### src/rtl/pattern_scan_arb.sv
// pattern_scan_arb: round-robin arbiter for two job requesters; streams the winner's word MSB first
// into an external 11010 Moore detector and reports how many matches it saw.
module pattern_scan_arb #(
   parameter int W  = 8,
   parameter int CW = 4
) (
   input  logic          clk,
   input  logic          rst,
   input  logic          req0_valid,
   input  logic          req1_valid,
   input  logic [W-1:0]  req0_data,
   input  logic [W-1:0]  req1_data,
   output logic          req0_ready,
   output logic          req1_ready,
   output logic          det_rst,
   output logic          det_stream,
   input  logic          det_found,
   output logic          res_valid,
   input  logic          res_ready,
   output logic          res_id,
   output logic [CW-1:0] res_count,
   output logic          busy
);
   typedef enum logic [2:0] {IDLE, CLEAR, SHIFT, DRAIN, RESULT} state_t;
   state_t        state, nxt;
   logic [W-1:0]  sreg;
   logic [CW-1:0] bcnt, count;
   logic          id, last, gnt1, any_valid;
   assign any_valid = req0_valid || req1_valid;
   // last holds the most recent grant; requester 1 wins a tie only when 0 went last
   assign gnt1 = req1_valid && (!req0_valid || !last);
   always_ff @(posedge clk)
      if (rst) begin
         state <= IDLE;
         sreg  <= '0;
         bcnt  <= '0;
         count <= '0;
         id    <= 1'b0;
         last  <= 1'b1;
      end else begin
         state <= nxt;
         if (state == IDLE && any_valid) begin
            sreg  <= gnt1 ? req1_data : req0_data;
            id    <= gnt1;
            last  <= gnt1;
            count <= '0;
         end
         if (state == CLEAR) bcnt <= '0;
         if (state == SHIFT) begin
            sreg <= sreg << 1;
            bcnt <= bcnt + CW'(1);
         end
         if ((state == SHIFT || state == DRAIN) && det_found) count <= count + CW'(1);
      end
   always_comb begin
      nxt = state;
      case (state)
         IDLE:    nxt = any_valid ? CLEAR : IDLE;
         CLEAR:   nxt = SHIFT;
         SHIFT:   nxt = (bcnt == CW'(W - 1)) ? DRAIN : SHIFT;
         DRAIN:   nxt = RESULT;
         RESULT:  nxt = res_ready ? IDLE : RESULT;
         default: nxt = IDLE;
      endcase
   end
   // rst gates every output so the detector and requesters see a quiet block during reset
   assign req0_ready = !rst && state == IDLE && req0_valid && !gnt1;
   assign req1_ready = !rst && state == IDLE && gnt1;
   assign det_rst    = rst || state == CLEAR;
   assign det_stream = !rst && state == SHIFT && sreg[W-1];
   assign res_valid  = !rst && state == RESULT;
   assign res_id     = id;
   assign res_count  = count;
   assign busy       = !rst && state != IDLE;
endmodule

### config.mk
export PLATFORM = sky130hd
export DESIGN_NAME = pattern_scan_arb
export DESIGN_NICKNAME = d
export VERILOG_FILES = /design/src/rtl/pattern_scan_arb.sv
export SDC_FILE = /design/constraint.sdc
export NUM_CORES = 1
export LEC_CHECK = 0
export CAP_MARGIN = 20
export CORE_MARGIN = 2
export CORE_UTILIZATION = 52
export CTS_BUF_LIST = sky130_fd_sc_hd__clkbuf_4
export DETAILED_ROUTE_END_ITERATION = 8
export PLACE_DENSITY = 0.87
export SYNTH_ARGS = -nofsm -noshare
export SYNTH_HDL_FRONTEND = slang
export SYNTH_SLANG_ARGS = --single-unit
### constraint.sdc
create_clock -name clk -period 2.3 [get_ports clk]
set_input_delay 0.345 -clock clk [delete_from_list [all_inputs] [get_ports clk]]
set_output_delay 0.345 -clock clk [all_outputs]
set_load 0.01 [all_outputs]
Word level (Yosys, flattened, before mapping)
Cells that the tools add are included.
{"block": "totals", "register_bits": 21, "mem_count": 0, "romBits": 0, "wordCells": 50, "mem_bits_rw": 0, "latch_bits": 0, "out_inout_bits": 11, "input_bits": 22}
{"block": "classes", "bitwise_logic": 0, "eq_ne": 5, "reduce_logical": 25, "shifts": 0, "multipliers": 0, "magnitude_cmp": 0, "muxes": 11, "n_addsub": 2, "div": 0}
{"operator": "8-bit 2-to-1 mux", "n": 3}
{"operator": "4-bit 2-to-1 mux", "n": 4}
{"operator": "3-bit one-hot mux with 5 select lines", "n": 1}
{"operator": "1-bit logical AND", "n": 11}
{"operator": "4-bit by 1-bit adder with 4-bit output (second input constant)", "n": 2}
{"operator": "3-bit by 2-bit equality test with 1-bit output (second input constant)", "n": 2}
{"operator": "2-bit nonzero test", "n": 3}
{"operator": "4-bit by 3-bit equality test with 1-bit output (second input constant)", "n": 1}
{"operator": "1-bit zero test", "n": 4}
{"operator": "1-bit logical OR", "n": 4}
{"operator": "3-bit by 1-bit equality test with 1-bit output (second input constant)", "n": 1}
{"operator": "3-bit equality test (second input constant)", "n": 1}
{"operator": "3-bit zero test", "n": 1}
{"operator": "3-bit 2-to-1 mux", "n": 1}
{"operator": "3-bit nonzero test", "n": 1}
{"operator": "1-bit 2-to-1 mux", "n": 2}
{"operator": "2-bit OR reduction", "n": 1}

Logic depth before layout (Yosys ltp)
{"block": "logic_depth", "ltp_word": 6, "depth_mapped": 5, "mapped_depth_nobuf": 5}

Worst setup path after synthesis
OpenSTA, ideal clock, no wires.
{"block": "synth_path", "path_type": "input to output", "from": "input rst", "to": "output req0_ready", "required_ps": 1955, "stages": 3, "arrival_ps": 1057, "path_buffers": 2, "path_slack_ps": 898, "cell_sequence": "clkbuf_1 > buf_1 > nor3_1"}
{"block": "synth_between", "elab_chain_len": 4}
{"element": "start, declared", "line": "8", "text": "input logic rst,"}
{"element": "1-bit zero test", "line": "67", "text": "assign req0_ready = !rst && state == IDLE && req0_valid && !gnt1;"}
{"element": "1-bit logical AND (3 in a row)", "line": "67"}
{"element": "end, declared", "line": "13", "text": "output logic req0_ready,"}
Every way passes these cells.

Worst setup path in the final report
{"block": "layout_path", "from": "register state[1]", "to": "output req1_ready"}
{"block": "layout_between", "elab_chain_len": 3}
{"element": "start, declared", "line": "25", "text": "state_t state, nxt;"}
{"element": "start signal, assigned", "line": "41", "text": "state <= nxt;"}
{"element": "3-bit zero test", "line": "68", "text": "assign req1_ready = !rst && state == IDLE && gnt1;"}
{"element": "1-bit logical AND (2 in a row)", "line": "68"}
{"element": "end, declared", "line": "14", "text": "output logic req1_ready,"}
Every way passes these cells.

==> impl_results.rst <==
.. list-table::
   :header-rows: 1

   * - Metric
     - Value
   * - Area added between synthesis and finish
     - 36.69%
   * - Number of buffers inserted by port buffering
     - 32
   * - Mapped Nets
     - between 100 and 150
   * - Number of buffers on the longest clock path
     - 2
   * - Fraction of power consumed by the clock network
     - 0.185
   * - Critical-path cell list
     - nor3_4, nand2_1, a21o_1, nor2_1, clkdlybuf4s50_1
   * - Die Ht
     - ~50 um
   * - Worst slew pin tran
     - approximately 0.42 ns
   * - Internal power summed over all cells
     - between 0.0006 and 0.0007 W
   * - Max Clk Rate
     - roughly 0.46 GHz
   * - RD Place Congestion
     - about 0.82
   * - Estimated wirelength of the detail-placed design
     - between 2000 and 2500 um
   * - Final Setup Violations
     - 0
   * - Commonest cells post-synth
     - sky130_fd_sc_hd__dfxtp_1, sky130_fd_sc_hd__nor2_1, sky130_fd_sc_hd__a22oi_1, sky130_fd_sc_hd__mux2i_1
   * - Layout cell share with drive strength beyond 1
     - 0.1242
   * - Seq/Total Area, Yosys
     - 0.3805
   * - Portion of total power attributed to combinational logic
     - 0.334
   * - Post-synth top flop
     - sky130_fd_sc_hd__dfxtp_1
   * - Net switching power
     - approximately 0.00030 W
   * - Count of final max-slew check failures
     - 0
   * - Final TNS setup
     - 0 ns
   * - GR Util All Layers
     - 0.2235
   * - Leading cell types by total area after synthesis
     - sky130_fd_sc_hd__dfxtp_1, sky130_fd_sc_hd__mux2i_1, sky130_fd_sc_hd__a22oi_1, sky130_fd_sc_hd__nor2_1, sky130_fd_sc_hd__o22ai_1
   * - Sinks on the clock net
     - 21
   * - Class of the most critical setup path
     - reg -> out
   * - Die Width
     - about 50 um
   * - Cell area after synthesis
     - between 1000 and 1500 um^2
   * - Cts bufs inserted
     - 3
   * - Area of the core
     - 1982 um^2
   * - Number of filler instances in the final layout
     - approximately 140
   * - Remaining Overflow, GRT
     - 0
   * - Synthesized netlist cell count
     - between 100 and 150
   * - CP Max Fanout
     - 6
   * - Number of nets in the final layout
     - ~190
   * - Maximum number of pins on one net before global-route repair
     - 17
   * - Data arrival time of the critical path
     - 1.83 ns
   * - Overall routed net length
     - between 2000 and 3000 um
   * - Post-synthesis async set-or-reset flop share
     - 0
   * - Via density per instance
     - ~5.6
   * - Slew margin rel.
     - 0.7220
   * - Library cell contributing the largest single delay on the critical path
     - sky130_fd_sc_hd__clkdlybuf4s50_1
   * - Fraction of the cycle the final worst path needs
     - 0.9475
   * - Number of optimization iterations in the first detailed-route pass
     - 4
   * - Routed via count
     - around 1100
   * - Worst IR drop on VDD
     - around 0.4 mV
   * - Total number of placement rows
     - 16
   * - Count of distinct cell types in the synthesized netlist
     - 40
   * - Clock-pin slew reported for the worst setup and hold paths after clock tree synthesis
     - roughly 0.12 ns
   * - Via count of the first global-routing pass
     - slightly above 1000
   * - TritonCTS clock tree
     - built
   * - Critical Path Source Type
     - flip-flop
   * - Routed len/inst
     - 13.54 um
   * - First-pass GRT wire length
     - about 4300 um
   * - Number of hold-slack violations in the final timing report
     - 0
   * - Post-CTS setup buffer count
     - 0
   * - Starting Density
     - 0.5574
   * - Synthesis warning total
     - 0
   * - Final critical delay including setup and external delays
     - 2.179 ns
   * - Largest area contributor in the netlist
     - sky130_fd_sc_hd__dfxtp_1
   * - Worst EP required
     - 1.96 ns
   * - Switching part of the total
     - 0.3207
   * - Fraction of post-synthesis cell area in the top cell type by area
     - 0.3805
   * - Power per standard cell area
     - 625.7 nW/um^2
   * - Number of synthesized register bits
     - 21
   * - Number of max-cap violations
     - 0
   * - Post-DRT Antenna Nets
     - 0
   * - ANT cells
     - 0
   * - Min-delay worst type
     - reg -> reg
   * - Run status
     - completed
   * - Root buf cell
     - sky130_fd_sc_hd__clkbuf_4
   * - Floorplan die area
     - around 2500 um^2
   * - CTS Hold Bufs
     - 0
   * - Count of flip-flops with a built-in enable after synthesis
     - 0
   * - Most used standard cell by instance count after synthesis
     - sky130_fd_sc_hd__dfxtp_1
   * - Antenna violations before repair
     - 0
   * - I/O Pins
     - 33
   * - Drt initial violations
     - 17
   * - Static leakage
     - just under 0.6 nW
   * - Share of power burned in registers
     - 0.481
   * - Maximum level of the CTS H-tree
     - 1
   * - Max incr delay on CP
     - 0.54 ns
   * - Avg Inst Size Synth
     - 8.838 um^2
   * - Worst clock skew on the final layout
     - 0.001136 ns
   * - Critical Path End Type
     - output pin
   * - Number of non-filler instances in the completed layout
     - approximately 190
   * - Insertion delay to the later sink of the worst-skew pair
     - approximately 0.3 ns
   * - Inst Count DP
     - about 180
   * - # DRC
     - 0
-- cells in the final DEF, fill, tap and decap left out, drive strengths merged, types with 2 or more instances in the layout --
master	netlist	routed
nand3b	2	2
mux2i	8	8
mux2	2	2
dfxtp	21	21
ha	2	2
nor2	15	15
nor3	7	7
and3b	2	2
clkdlybuf4s50	0	32
o21ai	3	3
buf	6	8
and2	2	2
a22oi	10	10
nand2b	3	3
clkbuf	2	3
o22ai	7	7
nand2	7	7
a21o	3	3
a21oi	7	7
-- area by class of cell --
cell class / instances / area (um^2) / share of cell area
timing repair buffer: 40 / 380.4 / 0.2519
multi-input combinational: 95 / 641.9 / 0.4250
sequential: 21 / 422.9 / 0.2800
clock inverter: 1 / 5.005 / 0.003314
clock buffer: 3 / 22.52 / 0.01491
inverter: 1 / 3.754 / 0.002485
tap: 27 / 33.78 / 0.02237
-- path summary, 6_finish.rpt --
check	end	depth (start not counted)	slack, ns	start
max	req1_ready	5	0.12	state[1]
min	state[1]	1	0.51	state[2]
max reg2reg	sreg[0]	5	0.89	state[1]
min reg2reg	state[1]	1	0.51	state[2]
-- worst max-delay path, delay by kind of cell (launching register included) --
kind,cells,cell delay (ns)
DFF,1,0.41
buffers and inverters,1,0.54
AOI/OAI and AO/OA,1,0.18
and+or+nand+nor,3,0.41
-- cell families after synthesis --
logic type / count (synthesis) / share of synthesized area
AOI/OAI and AO/OA: 36 / 0.2254
xor gates and xnor gates: 2 / 0.01586
buffers and inverters: 9 / 0.04076
DFF: 21 / 0.3805
adders and majority gates: 2 / 0.02265
and+or+nand+nor: 45 / 0.2220
muxes: 10 / 0.09287
-- routing by layer --
layer  global-route usage  routed length, um  vias to the layer above
met5                    0                  0                        -
met4              0.06481                 25                        0
met3              0.04242                104                        4
met2               0.3969               1247                       26
met1               0.2693               1168                      487
li1                     -                  -                      534
-- metrics by stage --
| step | util | power [W] | setup WS [ns] | instance area [um^2] | hold slack [ns] |
|---|---|---|---|---|---|
| 2_1_floorplan | - | 0.0006525 | 0.8982 | 1105 | 0.4805 |
| 3_3_place_gp | 0.7456 | 0.0007615 | 0.2679 | 1478 | 0.4535 |
| 3_5_place_dp | 0.7456 | 0.0007749 | 0.1958 | 1478 | 0.5064 |
| 4_1_cts | 0.7607 | 0.0009516 | 0.03068 | 1508 | 0.5254 |
| 5_1_grt | 0.7620 | 0.001005 | -0.00007971 | 1510 | 0.5432 |
| 6_report | 0.7620 | 0.0009449 | 0.1207 | 1510 | 0.5104 |
-- power by group through the flow --
stage          Sequential [W]  Clock [W]  Combinational (W)
2_1_floorplan        0.000446          0           0.000206
3_3_place_gp         0.000456          0           0.000305
3_5_place_dp         0.000460          0           0.000315
4_1_cts              0.000453   0.000182           0.000316
5_1_grt              0.000460   0.000195           0.000349
6_report             0.000455   0.000175           0.000315
-- repair_timing --
action / in CTS / in global routing
resized for setup: 1 / 2
setup endpoints to repair: 1 / 3
pin swaps: 0 / 0
-- flip-flops by register name, indices dropped and copies added (netlist names) --
name and cells:
res_id 1, last 1, state 3, sreg 8
res_count 4, bcnt 4
(Power assumes the default switching activity.)
